$ cat src/rtl/bist_pkg.sv
`default_nettype none
// ============================================================================
//  Module      : bist_pkg
//  Description : Shared definitions for the BIST session scheduler: FSM state
//                encoding, default widths and a small state-class helper.
//  Revision    : 1.0 - initial release
// ============================================================================
package bist_pkg;

  // Default configuration values
  localparam int DEF_N_REQ       = 4;
  localparam int DEF_CNT_W       = 8;
  localparam int DEF_TO_W        = 16;
  localparam int DEF_TIMEOUT_CYC = 1000;

  // Session FSM. ST_KILL is the one-cycle controller reset issued when the
  // watchdog expires; it is unreachable unless the watchdog is built in.
  typedef enum logic [2:0] {
    ST_IDLE  = 3'd0,
    ST_GRANT = 3'd1,
    ST_START = 3'd2,
    ST_RUN   = 3'd3,
    ST_DONE  = 3'd4,
    ST_KILL  = 3'd5
  } bist_state_e;

  // States during which the controller is started and the watchdog counts
  function automatic logic is_active(input bist_state_e s);
    return (s == ST_START) || (s == ST_RUN);
  endfunction

endpackage
`default_nettype wire

$ cat src/rtl/rr_arbiter.sv
`default_nettype none
// ============================================================================
//  Module      : rr_arbiter
//  Description : Combinational round-robin pick. Returns a one-hot vector
//                selecting the first set request at or after the pointer,
//                wrapping around. All-zero when no request is set.
//  Ports       : req [N_REQ]  request vector
//                ptr [PTR_W]  highest-priority index
//                gnt [N_REQ]  one-hot pick
//  Revision    : 1.0 - initial release
// ============================================================================
module rr_arbiter #(
  parameter int N_REQ = 4,
  parameter int PTR_W = $clog2(N_REQ)
) (
  input  logic [N_REQ-1:0] req,
  input  logic [PTR_W-1:0] ptr,
  output logic [N_REQ-1:0] gnt
);

  logic             found;
  logic [PTR_W-1:0] idx;

  always_comb begin
    gnt   = '0;
    found = 1'b0;
    idx   = '0;
    for (int off = 0; off < N_REQ; off++) begin
      idx = PTR_W'((int'(ptr) + off) % N_REQ);
      if (!found && req[idx]) begin
        gnt[idx] = 1'b1;
        found    = 1'b1;
      end
    end
  end

endmodule
`default_nettype wire

$ cat src/rtl/bist_scheduler.sv
`default_nettype none
// ============================================================================
//  Module      : bist_scheduler
//  Description : Round-robin scheduler sharing one BIST controller among
//                N_REQ cores. Each session: controller reset pulse, start,
//                wait for bist_end, capture the result, pulse done.
//  Ports       : clk, reset (async, active-low)
//                req[N_REQ]      level requests, held until done
//                gnt[N_REQ]      registered one-hot grant for the session
//                done[N_REQ]     one-cycle completion pulse
//                pass, timeout   result qualifiers, valid with done
//                session_cnt     completed sessions (wrapping)
//                bist_start, bist_reset     to controller
//                bist_running, bist_end, bist_out  from controller
//  Config      : BIST_TIMEOUT_EN - adds a START/RUN watchdog that kills a
//                session after TIMEOUT_CYC cycles (pass=0, timeout=1).
//  Revision    : 1.0 - initial release
// ============================================================================
module bist_scheduler
  import bist_pkg::*;
#(
  parameter int N_REQ       = DEF_N_REQ,
  parameter int CNT_W       = DEF_CNT_W,
  parameter int TO_W        = DEF_TO_W,
  parameter int TIMEOUT_CYC = DEF_TIMEOUT_CYC
) (
  input  logic             clk,
  input  logic             reset,
  input  logic [N_REQ-1:0] req,
  output logic [N_REQ-1:0] gnt,
  output logic [N_REQ-1:0] done,
  output logic             pass,
  output logic             timeout,
  output logic [CNT_W-1:0] session_cnt,
  output logic             bist_start,
  output logic             bist_reset,
  input  logic             bist_running,
  input  logic             bist_end,
  input  logic             bist_out
);

  localparam int PTR_W = $clog2(N_REQ);

  bist_state_e      state_q, state_d;
  logic [N_REQ-1:0] gnt_q, gnt_d;
  // owner survives the gnt drop in DONE so done/pointer know who finished
  logic [N_REQ-1:0] owner_q, owner_d;
  logic [PTR_W-1:0] ptr_q, ptr_d;
  logic             pass_q, pass_d;
  logic [CNT_W-1:0] cnt_q, cnt_d;

  logic [N_REQ-1:0] pick;
  logic [PTR_W-1:0] ptr_next;
  logic             wd_expire;

  rr_arbiter #(
    .N_REQ (N_REQ),
    .PTR_W (PTR_W)
  ) u_arb (
    .req (req),
    .ptr (ptr_q),
    .gnt (pick)
  );

  // Pointer moves to the slot after the finishing owner, so a waiting
  // requester always beats a re-request from the same core.
  always_comb begin
    ptr_next = '0;
    for (int i = 0; i < N_REQ; i++) begin
      if (owner_q[i]) begin
        ptr_next = (i == N_REQ - 1) ? '0 : PTR_W'(i + 1);
      end
    end
  end

  // --------------------------------------------------------------------------
  // State register and datapath flops
  // --------------------------------------------------------------------------
  always_ff @(posedge clk or negedge reset) begin
    if (!reset) begin
      state_q <= ST_IDLE;
      gnt_q   <= '0;
      owner_q <= '0;
      ptr_q   <= '0;
      pass_q  <= 1'b0;
      cnt_q   <= '0;
    end else begin
      state_q <= state_d;
      gnt_q   <= gnt_d;
      owner_q <= owner_d;
      ptr_q   <= ptr_d;
      pass_q  <= pass_d;
      cnt_q   <= cnt_d;
    end
  end

  // --------------------------------------------------------------------------
  // Next-state logic. bist_end takes precedence over watchdog expiry.
  // --------------------------------------------------------------------------
  always_comb begin
    state_d = state_q;
    case (state_q)
      ST_IDLE:  if (|req) state_d = ST_GRANT;
      ST_GRANT: state_d = ST_START;
      ST_START: begin
        if (bist_end)          state_d = ST_DONE;
        else if (wd_expire)    state_d = ST_KILL;
        else if (bist_running) state_d = ST_RUN;
      end
      ST_RUN: begin
        if (bist_end)          state_d = ST_DONE;
        else if (wd_expire)    state_d = ST_KILL;
      end
      ST_KILL:  state_d = ST_DONE;
      ST_DONE:  state_d = ST_IDLE;
      default:  state_d = ST_IDLE;
    endcase
  end

  // Datapath next values
  always_comb begin
    gnt_d   = gnt_q;
    owner_d = owner_q;
    ptr_d   = ptr_q;
    pass_d  = pass_q;
    cnt_d   = cnt_q;
    case (state_q)
      ST_IDLE: begin
        if (|req) begin
          gnt_d   = pick;
          owner_d = pick;
        end
      end
      ST_START, ST_RUN: begin
        if (bist_end) begin
          gnt_d  = '0;
          pass_d = bist_out;
        end
      end
      ST_KILL: begin
        gnt_d  = '0;
        pass_d = 1'b0;
      end
      ST_DONE: begin
        cnt_d = cnt_q + CNT_W'(1);
        ptr_d = ptr_next;
      end
      default: ;
    endcase
  end

  // --------------------------------------------------------------------------
  // Outputs (Moore decode of the registered state; clear with async reset)
  // --------------------------------------------------------------------------
  always_comb begin
    gnt         = gnt_q;
    session_cnt = cnt_q;
    bist_reset  = (state_q == ST_GRANT) || (state_q == ST_KILL);
    bist_start  = is_active(state_q);
    done        = (state_q == ST_DONE) ? owner_q : '0;
    pass        = (state_q == ST_DONE) && pass_q;
  end

`ifdef BIST_TIMEOUT_EN
  logic [TO_W-1:0] wd_q, wd_d;
  logic            tout_q, tout_d;

  // Counts START/RUN cycles; wd_q equals the number of active cycles elapsed
  always_comb begin
    wd_d   = is_active(state_q) ? (wd_q + TO_W'(1)) : '0;
    tout_d = (state_q == ST_KILL);
  end

  always_ff @(posedge clk or negedge reset) begin
    if (!reset) begin
      wd_q   <= '0;
      tout_q <= 1'b0;
    end else begin
      wd_q   <= wd_d;
      tout_q <= tout_d;
    end
  end

  assign wd_expire = is_active(state_q) && (wd_q == TO_W'(TIMEOUT_CYC - 1));
  assign timeout   = (state_q == ST_DONE) && tout_q;
`else
  logic [TO_W-1:0] unused_cfg;
  assign unused_cfg = TO_W'(TIMEOUT_CYC);
  assign wd_expire  = 1'b0;
  assign timeout    = 1'b0;
`endif

endmodule
`default_nettype wire
$ cat config.mk
export PLATFORM = sky130hd
export DESIGN_NAME = bist_scheduler
export DESIGN_NICKNAME = d
export VERILOG_FILES = /design/src/rtl/bist_pkg.sv /design/src/rtl/rr_arbiter.sv /design/src/rtl/bist_scheduler.sv
export SDC_FILE = /design/constraint.sdc
export NUM_CORES = 1
export LEC_CHECK = 0
export BUFFER_PORTS_ARGS = -buffer_cell sky130_fd_sc_hd__buf_4
export CORE_ASPECT_RATIO = 0.7
export CORE_UTILIZATION = 45
export CTS_BUF_LIST = sky130_fd_sc_hd__clkbuf_8
export CTS_CLUSTER_SIZE = 8
export DETAILED_ROUTE_END_ITERATION = 10
export GPL_TIMING_DRIVEN = 0
export PLACE_DENSITY = 0.68
export SETUP_SLACK_MARGIN = 0.4
export SYNTH_ARGS = -nofsm -noshare
export SYNTH_HDL_FRONTEND = slang
export SYNTH_HIERARCHICAL = 1
export SYNTH_SLANG_ARGS = --single-unit
$ cat constraint.sdc
create_clock -name clk -period 4.12 [get_ports clk]
set_input_delay 0.206 -clock clk [delete_from_list [all_inputs] [get_ports clk]]
set_output_delay 0.206 -clock clk [all_outputs]
set_load 0.02 [all_outputs]
==> metrics <==
final worst path period share=a little under three fifths; global-route wire length before repair=~4600 um; # Post-CTS Setup Buffers=0; final core utilization=58.98%; register area share after synthesis=39.29%; total CTS buffers=3; Setup CP Type=flip-flop to flip-flop; clock slew at reported path FFs=0.08 ns; P&R area growth vs syn=21.34%; Cells after Synth=about 130; HPWL Detailed=between 2000 and 2500 um; post-route worst setup slack=1.785 ns; final slew viol count=0; CORE AREA=2883 sq um; Root Driver=clkbuf_8; Cell Pwr Density=716.2 nW/um^2; Syn Area/Cell=approximately 11 sq um; die span in x=roughly 69 um; CTS sink cnt=22; Buffers on Ports=27; leakage=~0.00082 uW; Data required, critical path=4.32 ns; Synth Cell Area=between 1000 and 1500 sq um; largest net degree at the start of global routing=23; post-CTS sizing=0; Final Net Count=roughly 180; crit path DAT=2.53 ns; Setup WS pre-CTS=1.782 ns; Setup Skew=0.005670 ns; global route overflow=0; Hold Buf Count CTS=1; Final Hold Vio Count=0; RSZ-0062 raised after global routing=false; n_diodes=0; GPL Wtd Cong=0.7123; htree depth=1; clock latency on the worst-skew pair=0.26 ns; GRT Overall Usage=18.27%; initial drt markers=52; Die Y=48.69 um; CP startpoint kind=flip-flop; most common cell after layout, fill and taps aside=buf_4; largest vdd supply drop=0.0003273 V; Seq cells post-synth=22; top cells by area, synth=dfrtp_1, ha_1, nand2_1, mux2_4, mux4_1; initial antenna violation count=0; Area after DPL=1649 sq um; residual antenna-violating net count after detailed routing=0; distinct cell type count after synthesis=33; dpl cells=between 150 and 200; DR pass1 iterations=4; CP endpoint kind=flip-flop; io pins=29; routed len/inst=between 10 and 15 um; Setup Viol. Count Final=0; leading area contributor after synthesis=dfrtp_1; residual DRC count=0; Via Count=1,057; share of the synthesized area in the top cell type=39.29%; drt via density=5.312; CTS tree=done; crit path time final=2.335 ns; Die ar.=~3300 sq um; share of layout cells above drive strength 1=34.36%; final wirelength=2728 um; Ys Warns=6; Max Freq=0.4283 GHz; cell row count=16; Syn Nets=148; crit path max fanout=9; vias in the first global route=1,007; most frequent cells in the layout=buf_4, dfrtp_1, nand2_1; fin cells=199; status=complete, no violations; hold crit path type=input pin to flip-flop; cell area after layout=1700 sq um; MaxCap Viol Count=0; starting density of the core=about half; Clock Path Buffers=2; setup_tns=0 ns
-- worst paths after layout --
check / slack [ns] / endpoint / cells after the start / start
worst max-delay path: 1.79 / owner_q[0] / 7 / ptr_q[0]
worst min-delay path: 0.16 / pass_q / 2 / bist_end
worst max register to register: 1.79 / owner_q[0] / 7 / ptr_q[0]
worst min register to register: 0.48 / session_cnt[7] / 1 / session_cnt[7]
max in group asynchronous: 3.53 / ptr_q[0] / 2 / reset
min in group asynchronous: 0.37 / ptr_q[1] / 2 / reset
-- synth_stat cells --
cell and number:
o31ai_1 1, buf_2 2, a21oi_1 7, nor2b_2 1, and2_1 5, o211ai_1 4
a21o_2 4, nand4_1 2, nor2b_1 3, mux4_1 2, nor3b_1 1, inv_1 8
nor4b_4 1, xor2_1 3, o21ai_0 3, buf_6 3, o22ai_1 1, nand2_1 20
nor3_1 1, nor3_2 1, nor2_1 7, and3_1 2, conb_1 1, nor3b_2 1
buf_4 2, mux4_2 2, mux2_4 4, xnor2_1 5, nor4_4 1, ha_1 7
dfrtp_1 22, a311oi_1 1, a22o_2 4
-- cell type report --
| cell class | count | area [sq um] |
|---|---|---|
| fillers | 257 | 1182 |
| multi-input cells | 95 | 762.0 |
| flip-flops and latches | 22 | 550.5 |
| repair buffers | 28 | 212.7 |
| plain buffers | 7 | 58.81 |
| well taps | 36 | 45.04 |
| clock buffers | 3 | 41.29 |
| inverters | 8 | 30.03 |
-- report_power, final --
part | total, uW | internal (uW) | switching (uW)
sequential | 378 | 298 | 80.7
combinational | 707 | 351 | 356
clock | 133 | 65.3 | 67.5
total | 1220 | 714 | 504
-- cells by family (layout without fill, tap and decap cells) --
logic type               count (synthesis)  count (layout)  synth area share (%)
XOR/XNOR                                 8               8                 5.000
flip-flops                              22              22                 39.29
buffers and inverters                   15              46                 6.339
AO/OA/AOI/OAI                           25              25                 12.68
adder cells (fa/ha/maj)                  7               7                 6.250
AND/OR/NAND/NOR                         46              46                 18.93
multiplexers                             8               8                 11.25
other                                    1               1                0.2676
-- metrics by stage --
stage          power (uW)  hold slack (ns)
2_1_floorplan       894.8         -0.08959
3_3_place_gp         1058           0.1077
3_5_place_dp         1086           0.1113
4_1_cts              1222           0.1668
5_1_grt              1315           0.1635
6_report             1218           0.1609
-- critical path: stages, from the launching register on --
cell and delay, ns:
dfrtp_1 0.59, inv_1 0.15, ha_1 0.35, mux4_2 0.40
nor4b_4 0.38, nand2_1 0.10, o211ai_1 0.12, mux2_4 0.19
-- routing by layer --
layer / global-route usage, % / share of wire [%] / vias to the layer above
met1: 25.38 / 50 / 515
li1: - / - / 518
met5: 0 / 0 / -
met3: 4.953 / 4.0 / 2
met4: 1.020 / 0.15 / 0
met2: 29.74 / 46 / 22
-- state kept, by name, indices dropped and copies added (netlist names) --
| name | flops |
|---|---|
| state_q | 3 |
| ptr_q | 2 |
| gnt | 4 |
| pass_q | 1 |
| owner_q | 4 |
| session_cnt | 8 |
Note: power is estimated with default switching activity, not from simulation.
